File: config.mk
export PLATFORM = sky130hd
export DESIGN_NAME = data_mem_arbiter_flat
export DESIGN_NICKNAME = d
export VERILOG_FILES = /design/src/rtl/data_mem_arbiter_pkg.sv /design/src/rtl/data_mem_arbiter_if.sv /design/src/rtl/data_mem_arbiter_rr_arbiter2.sv /design/src/rtl/data_mem_arbiter.sv /design/src/flat_wrapper.sv
export SDC_FILE = /design/constraint.sdc
export NUM_CORES = 1
export LEC_CHECK = 0
export CAP_MARGIN = 10
export CORE_MARGIN = 1
export CORE_UTILIZATION = 37
export CTS_CLUSTER_DIAMETER = 200
export DETAILED_ROUTE_END_ITERATION = 10
export PLACE_DENSITY = 0.76
export SKIP_LAST_GASP = 1
export SYNTH_ARGS = -nofsm -noshare
export SYNTH_HDL_FRONTEND = slang
export SYNTH_SLANG_ARGS = --single-unit
export TNS_END_PERCENT = 5
File: constraint.sdc
create_clock -name clk -period 4.3 [get_ports clk]
set_clock_uncertainty 0.05 [all_clocks]
set_input_delay 0.86 -clock clk [delete_from_list [all_inputs] [get_ports clk]]
set_output_delay 0.86 -clock clk [all_outputs]
set_load 0.03 [all_outputs]
File: src/rtl/data_mem_arbiter_pkg.sv
// Shared types and constants for the two-port data memory arbiter.
package data_mem_arb_pkg;

  typedef enum logic [1:0] {
    IDLE   = 2'd0,
    ACCESS = 2'd1,
    RESP   = 2'd2
  } state_e;

  localparam int unsigned WORD_BYTES = 4;

  typedef logic port_id_t;

endpackage

File: src/rtl/data_mem_arbiter_if.sv
// Requester handshakes and single-port memory bus seen by the arbiter.
interface data_mem_arbiter_if #(
  parameter int DATA_W = 32,
  parameter int ADDR_W = 32
);
  logic              req0;
  logic              we0;
  logic [ADDR_W-1:0] addr0;
  logic [DATA_W-1:0] wdata0;
  logic              ack0;
  logic              err0;
  logic [DATA_W-1:0] rdata0;

  logic              req1;
  logic              we1;
  logic [ADDR_W-1:0] addr1;
  logic [DATA_W-1:0] wdata1;
  logic              ack1;
  logic              err1;
  logic [DATA_W-1:0] rdata1;

  logic              memRead;
  logic              memWrite;
  logic [ADDR_W-1:0] address;
  logic [DATA_W-1:0] writeData;
  logic [DATA_W-1:0] readData;

  modport slave (
    input  req0, we0, addr0, wdata0,
    input  req1, we1, addr1, wdata1,
    input  readData,
    output ack0, err0, rdata0,
    output ack1, err1, rdata1,
    output memRead, memWrite, address, writeData
  );

  modport master (
    output req0, we0, addr0, wdata0,
    output req1, we1, addr1, wdata1,
    output readData,
    input  ack0, err0, rdata0,
    input  ack1, err1, rdata1,
    input  memRead, memWrite, address, writeData
  );
endinterface

File: src/rtl/data_mem_arbiter_rr_arbiter2.sv
// Two-way round-robin grant: a lone request wins, a tie goes to the port other than last.
module rr_arbiter2
  import data_mem_arb_pkg::*;
(
  input  logic [1:0] req,
  input  port_id_t   last,
  output logic [1:0] gnt,
  output port_id_t   gnt_id
);

  always_comb begin
    gnt    = 2'b00;
    gnt_id = 1'b0;
    case (req)
      2'b01: begin
        gnt    = 2'b01;
        gnt_id = 1'b0;
      end
      2'b10: begin
        gnt    = 2'b10;
        gnt_id = 1'b1;
      end
      2'b11: begin
        gnt    = last ? 2'b01 : 2'b10;
        gnt_id = ~last;
      end
      default: ;
    endcase
  end

endmodule

File: src/rtl/data_mem_arbiter.sv
// Serialises two word requesters onto the single-port data memory, one access per
// three cycles, rejecting misaligned or out-of-range addresses without touching memory.
//
// state  | meaning
// IDLE   | arbitrate pending requests, latch the winner
// ACCESS | drive memory with the latched request (or nothing on error)
// RESP   | winner's ack/err/rdata registers are visible for one cycle
module data_mem_arbiter
  import data_mem_arb_pkg::*;
#(
  parameter int DATA_W    = 32,
  parameter int ADDR_W    = 32,
  parameter int MEM_BYTES = 4096
) (
  input logic                clk,
  input logic                rst,
  data_mem_arbiter_if.slave  bus
);

  localparam logic [ADDR_W-1:0] LAST_WORD = ADDR_W'(MEM_BYTES - int'(WORD_BYTES));

  state_e            state_q, state_d;
  port_id_t          last_q, last_d;
  port_id_t          id_q, id_d;
  logic              we_q, we_d;
  logic [ADDR_W-1:0] addr_q, addr_d;
  logic [DATA_W-1:0] wdata_q, wdata_d;
  logic              ack0_q, ack0_d, ack1_q, ack1_d;
  logic              err0_q, err0_d, err1_q, err1_d;
  logic [DATA_W-1:0] rdata0_q, rdata0_d, rdata1_q, rdata1_d;

  logic              mem_read, mem_write;
  logic [ADDR_W-1:0] mem_addr;
  logic [DATA_W-1:0] mem_wdata;

  logic [1:0]        gnt;
  port_id_t          gnt_id;
  logic              acc_err;

  rr_arbiter2 u_arb (
    .req    ({bus.req1, bus.req0}),
    .last   (last_q),
    .gnt    (gnt),
    .gnt_id (gnt_id)
  );

  assign acc_err = (addr_q[1:0] != 2'b00) || (addr_q > LAST_WORD);

  always_ff @(posedge clk or posedge rst) begin
    if (rst) begin
      state_q  <= IDLE;
      last_q   <= 1'b1;
      id_q     <= 1'b0;
      we_q     <= 1'b0;
      addr_q   <= '0;
      wdata_q  <= '0;
      ack0_q   <= 1'b0;
      ack1_q   <= 1'b0;
      err0_q   <= 1'b0;
      err1_q   <= 1'b0;
      rdata0_q <= '0;
      rdata1_q <= '0;
    end else begin
      state_q  <= state_d;
      last_q   <= last_d;
      id_q     <= id_d;
      we_q     <= we_d;
      addr_q   <= addr_d;
      wdata_q  <= wdata_d;
      ack0_q   <= ack0_d;
      ack1_q   <= ack1_d;
      err0_q   <= err0_d;
      err1_q   <= err1_d;
      rdata0_q <= rdata0_d;
      rdata1_q <= rdata1_d;
    end
  end

  always_comb begin
    state_d   = state_q;
    last_d    = last_q;
    id_d      = id_q;
    we_d      = we_q;
    addr_d    = addr_q;
    wdata_d   = wdata_q;
    ack0_d    = 1'b0;
    ack1_d    = 1'b0;
    err0_d    = 1'b0;
    err1_d    = 1'b0;
    rdata0_d  = rdata0_q;
    rdata1_d  = rdata1_q;
    mem_read  = 1'b0;
    mem_write = 1'b0;
    mem_addr  = '0;
    mem_wdata = '0;

    case (state_q)
      IDLE: begin
        if (gnt != 2'b00) begin
          id_d    = gnt_id;
          last_d  = gnt_id;
          we_d    = gnt[1] ? bus.we1    : bus.we0;
          addr_d  = gnt[1] ? bus.addr1  : bus.addr0;
          wdata_d = gnt[1] ? bus.wdata1 : bus.wdata0;
          state_d = ACCESS;
        end
      end

      ACCESS: begin
        if (!acc_err) begin
          mem_addr = addr_q;
          if (we_q) begin
            mem_write = 1'b1;
            mem_wdata = wdata_q;
          end else begin
            mem_read = 1'b1;
          end
        end
        ack0_d = (id_q == 1'b0);
        ack1_d = (id_q == 1'b1);
        err0_d = (id_q == 1'b0) && acc_err;
        err1_d = (id_q == 1'b1) && acc_err;
        // An error response reports zero data; writes leave rdata untouched.
        if (acc_err) begin
          if (id_q) rdata1_d = '0;
          else      rdata0_d = '0;
        end else if (!we_q) begin
          if (id_q) rdata1_d = bus.readData;
          else      rdata0_d = bus.readData;
        end
        state_d = RESP;
      end

      RESP: state_d = IDLE;

      default: state_d = IDLE;
    endcase
  end

  assign bus.ack0      = ack0_q;
  assign bus.ack1      = ack1_q;
  assign bus.err0      = err0_q;
  assign bus.err1      = err1_q;
  assign bus.rdata0    = rdata0_q;
  assign bus.rdata1    = rdata1_q;
  assign bus.memRead   = mem_read;
  assign bus.memWrite  = mem_write;
  assign bus.address   = mem_addr;
  assign bus.writeData = mem_wdata;

endmodule
File: src/flat_wrapper.sv
// flat-port wrapper written by rule: the top's interface ports become plain ports
module data_mem_arbiter_flat import data_mem_arb_pkg::*;
#(
  parameter int DATA_W    = 32,
  parameter int ADDR_W    = 32,
  parameter int MEM_BYTES = 4096
)
  (clk, rst, bus_req0, bus_we0, bus_addr0, bus_wdata0, bus_req1, bus_we1, bus_addr1, bus_wdata1, bus_readData, bus_ack0, bus_err0, bus_rdata0, bus_ack1, bus_err1, bus_rdata1, bus_memRead, bus_memWrite, bus_address, bus_writeData);
  data_mem_arbiter_if #(.DATA_W(DATA_W), .ADDR_W(ADDR_W)) bus_i ();
  input logic clk;
  input logic rst;
  input wire logic [$bits(bus_i.req0)-1:0] bus_req0;
  input wire logic [$bits(bus_i.we0)-1:0] bus_we0;
  input wire logic [$bits(bus_i.addr0)-1:0] bus_addr0;
  input wire logic [$bits(bus_i.wdata0)-1:0] bus_wdata0;
  input wire logic [$bits(bus_i.req1)-1:0] bus_req1;
  input wire logic [$bits(bus_i.we1)-1:0] bus_we1;
  input wire logic [$bits(bus_i.addr1)-1:0] bus_addr1;
  input wire logic [$bits(bus_i.wdata1)-1:0] bus_wdata1;
  input wire logic [$bits(bus_i.readData)-1:0] bus_readData;
  output wire logic [$bits(bus_i.ack0)-1:0] bus_ack0;
  output wire logic [$bits(bus_i.err0)-1:0] bus_err0;
  output wire logic [$bits(bus_i.rdata0)-1:0] bus_rdata0;
  output wire logic [$bits(bus_i.ack1)-1:0] bus_ack1;
  output wire logic [$bits(bus_i.err1)-1:0] bus_err1;
  output wire logic [$bits(bus_i.rdata1)-1:0] bus_rdata1;
  output wire logic [$bits(bus_i.memRead)-1:0] bus_memRead;
  output wire logic [$bits(bus_i.memWrite)-1:0] bus_memWrite;
  output wire logic [$bits(bus_i.address)-1:0] bus_address;
  output wire logic [$bits(bus_i.writeData)-1:0] bus_writeData;
  assign bus_i.req0 = bus_req0;
  assign bus_i.we0 = bus_we0;
  assign bus_i.addr0 = bus_addr0;
  assign bus_i.wdata0 = bus_wdata0;
  assign bus_i.req1 = bus_req1;
  assign bus_i.we1 = bus_we1;
  assign bus_i.addr1 = bus_addr1;
  assign bus_i.wdata1 = bus_wdata1;
  assign bus_i.readData = bus_readData;
  assign bus_ack0 = bus_i.ack0;
  assign bus_err0 = bus_i.err0;
  assign bus_rdata0 = bus_i.rdata0;
  assign bus_ack1 = bus_i.ack1;
  assign bus_err1 = bus_i.err1;
  assign bus_rdata1 = bus_i.rdata1;
  assign bus_memRead = bus_i.memRead;
  assign bus_memWrite = bus_i.memWrite;
  assign bus_address = bus_i.address;
  assign bus_writeData = bus_i.writeData;
  data_mem_arbiter #(.DATA_W(DATA_W), .ADDR_W(ADDR_W), .MEM_BYTES(MEM_BYTES)) u_core (.clk(clk), .rst(rst), .bus(bus_i));
endmodule
==> results by group <==
CTS
  • Depth of the CTS H-tree: 4
  • Clk Latency, worst-skew pair: 0.41 ns
  • CTS buffer count: 17
  • Resize count post-CTS: 0
  • Clk root buf: clkbuf_16
  • Post-CTS setup-driven buffer insertion count: 0
  • Hold buffer count at cts: 0
  • TritonCTS clock tree: done
  • Worst-path clk slew: 0.06 ns
  • Clock Sink Count: ~140
  • Worst-case clock buffer depth: 2

Logic synthesis
  • Number of distinct library cell variants in the gate-level netlist after synthesis: 28
  • Area fraction in and, or, nand and nor cells after synthesis: 14.2%
  • Combinational family with the most area after synthesis: compound AO/OA/AOI/OAI gates
  • Number of enable flip-flop cells after synthesis: 0
  • Synthesized flop and latch total: 137
  • Top_reg_cell synth: dfrtp_1
  • Post-synthesis share of cell area spent on xor and xnor gates: 0%
  • Mux cell area share after synthesis: 10.2%
  • Synthesized area: 6350 µm²
  • Async set-reset flop share out of synthesis: 100%
  • Post-synth top area share: 53.6%
  • Fraction of the yosys area taken by sequential cells: a little over half
  • Ranking of synthesized cells by instance count: dfrtp_1, nor2_1, a21oi_1, mux2i_1, a22o_1
  • Complex-gate fraction of the synthesized area: 15.1%
  • Top cells by area in the synthesized netlist: dfrtp_1, mux2i_1, a22o_1
  • Synthesized-area fraction occupied by adder cells: 0%
  • Cell count after synthesis: 567
  • Synthesis warning total: 0
  • Cell with the most instances after synthesis: dfrtp_1
  • Average instance area after synthesis: 11.2 µm²
  • Area leader, netlist: dfrtp_1

Critical path
  • Critical path startpoint category: flop
  • Startpoint-to-endpoint class of the critical path: reg2out
  • Worst Setup End Kind: output port
  • Launch instance of the worst register-to-register path: u_core.state_q[1]
  • Maximum fanout along the worst path: 10
  • Launch point of the worst path: u_core.addr_q[23]
  • Arrival time worst endpoint: 2.93 ns
  • Required time of the critical path: approximately 3.4 ns

Run status
  • Run status: completed

Drt
  • Aggregate routed wire length: 16.6 mm
  • First-iteration detailed-routing DRC count: 178
  • Number of vias per cell after detailed routing: between 4 and 5
  • Remaining number of nets flagged by the antenna check after routing: 0
  • Pre-antenna DRT Iters: 4
  • Vias: 5,142
  • Remaining routing DRC violations: 0
  • Per-cell routed wire length: between 15 and 20 µm

Timing
  • Final-report setup violation count: 0
  • Highest clock frequency the design can meet: 0.260 GHz
  • Total negative slack: 0 ns
  • Final hold viol count: 0
  • RSZ-0062 raised after global routing: false
  • Final critical delay including setup and external delays: 3.84 ns
  • Final period util: 89.3%
  • Worst-margin pin slew: between 0.7 and 0.8 ns
  • Slew headroom: a little under half
  • Number of slew-limit violations in the final report: 0

Floorplanning
  • Die Area: 17,700 µm²
  • CORE AREA: roughly 17,000 µm²
  • Number of standard-cell rows in the floorplan: 47
  • Top-level I/O count: 300
  • Die Width: 133 µm
  • Effective utilization at floorplan: 38.0%
  • Die height: approximately 130 µm

Global route
  • Pin count of the biggest net entering global routing: 90
  • Global router's overall resource usage: 19.6%
  • First-pass GRT wire length: 26.9 mm
  • Via count of the first global-routing pass: 5,136
  • Grt total ovfl: 0
  • Antenna violations before repair: 0

Final layout
  • Number of filler cells placed in the layout: between 1,000 and 1,500
  • Area growth from synthesis to layout: 55.3%
  • Count of placed standard cells in the final layout, fillers left out: 1,067
  • Antenna diode count: 0
  • Layout Nets: 1,000
  • Share of layout cells above drive strength 1: 11.0%

Power
  • Lkg Pwr: 4.29 nW
  • Power Dens Cells: 463 nW/µm²
  • Highest ir drop seen on vdd: 0.258 mV

Worst hold path
  • Origin of the worst min-delay path: u_core.bus.rdata1[30]
  • Class of the worst hold path: reg2reg

Placed design
  • Number of placed instances, taps included: 1,035
  • Detail Placement HPWL: 12.2 mm
  • IO Port Bufs: 277
  • Weighted congestion reported at the end of routability-driven placement: 0.802

Flow run
  • Number of maximum-capacitance constraint violations: 0
## worst paths after layout
| path | endpoint | slack [ns] | cells after the start |
|---|---|---|---|
| setup / recovery | bus_address[4] | 0.46 | 5 |
| hold / removal | u_core.bus.rdata1[30] | 0.45 | 1 |
| setup reg to reg | u_core.wdata_q[21] | 2.21 | 5 |
| hold reg to reg | u_core.bus.rdata1[30] | 0.45 | 1 |
| max in group asynchronous | u_core.addr_q[19] | 2.79 | 3 |
| min in group asynchronous | u_core.wdata_q[11] | 0.91 | 3 |
## registers in the layout, summed over array words and instances (netlist names)
name               flops
u_core.addr_q         32
u_core.bus.rdata0     32
u_core.bus.rdata1     32
u_core.wdata_q        32
u_core.state_q         2
u_core.bus.ack0        1
u_core.bus.ack1        1
u_core.bus.err0        1
u_core.bus.err1        1
u_core.id_q            1
u_core.last_q          1
u_core.we_q            1
## layer usage
metal / share of wire [%] / global-route usage (%) / up-vias
met5: 0 / 0 / -
met4: 1.1 / 5.62 / 0
met3: 8.1 / 5.63 / 15
met2: 50 / 32.5 / 227
met1: 41 / 24.7 / 2424
li1: - / - / 2476
## cells in the final DEF, fill, tap and decap left out, types with 12 or more instances in the layout
master / count
a21oi_1: 66
clkdlybuf4s50_1: 244
clkbuf_16: 17
nor2_1: 70
conb_1: 22
buf_12: 12
a22o_1: 64
dfrtp_1: 136
buf_4: 33
mux2i_1: 65
and2_1: 42
nor2b_1: 32
## critical path: stages (launching register included)
cell             delay [ns]
dfrtp_1                0.38
nor4_1                 0.36
nand2_2                0.28
nor3_2                 0.61
and2_1                 0.22
clkdlybuf4s50_1        0.67
## logic make-up after synthesis
| family | after synthesis |
|---|---|
| and+or+nand+nor | 160 |
| muxes | 65 |
| other | 1 |
| DFF | 137 |
| AOI/OAI and AO/OA | 136 |
| buffers and inverters | 68 |
## final cells by class
type	count	area (µm²)	area share (%)
clock buffers	19	433	4.39
clock inverters	13	145	1.47
inverters	6	26.3	0.266
multi-input cells	383	2630	26.6
flip-flops and latches	137	3430	34.8
well taps	220	275	2.79
repair buffers	289	2930	29.7
## report_power, final
group / switching, mW / internal [mW] / total [mW]
Combinational: 0.782 / 0.520 / 1.30
Clock: 0.564 / 0.861 / 1.42
Sequential: 0.211 / 1.63 / 1.84
Total: 1.56 / 3.01 / 4.57
## through the flow
stage / hold WS (ns) / setup slack (ns) / power (mW) / cell area [µm²] / util (%)
4_1_cts: 0.456 / 0.414 / 4.62 / 9870 / 59.1
3_3_place_gp: 0.437 / 0.906 / 3.14 / 9290 / 55.6
5_1_grt: 0.463 / 0.223 / 4.88 / 9870 / 59.1
3_5_place_dp: 0.441 / 0.863 / 3.18 / 9290 / 55.6
6_report: 0.452 / 0.460 / 4.57 / 9870 / 59.1
2_1_floorplan: 0.437 / 1.49 / 2.76 / 6430 / -
(Power assumes the default switching activity.)
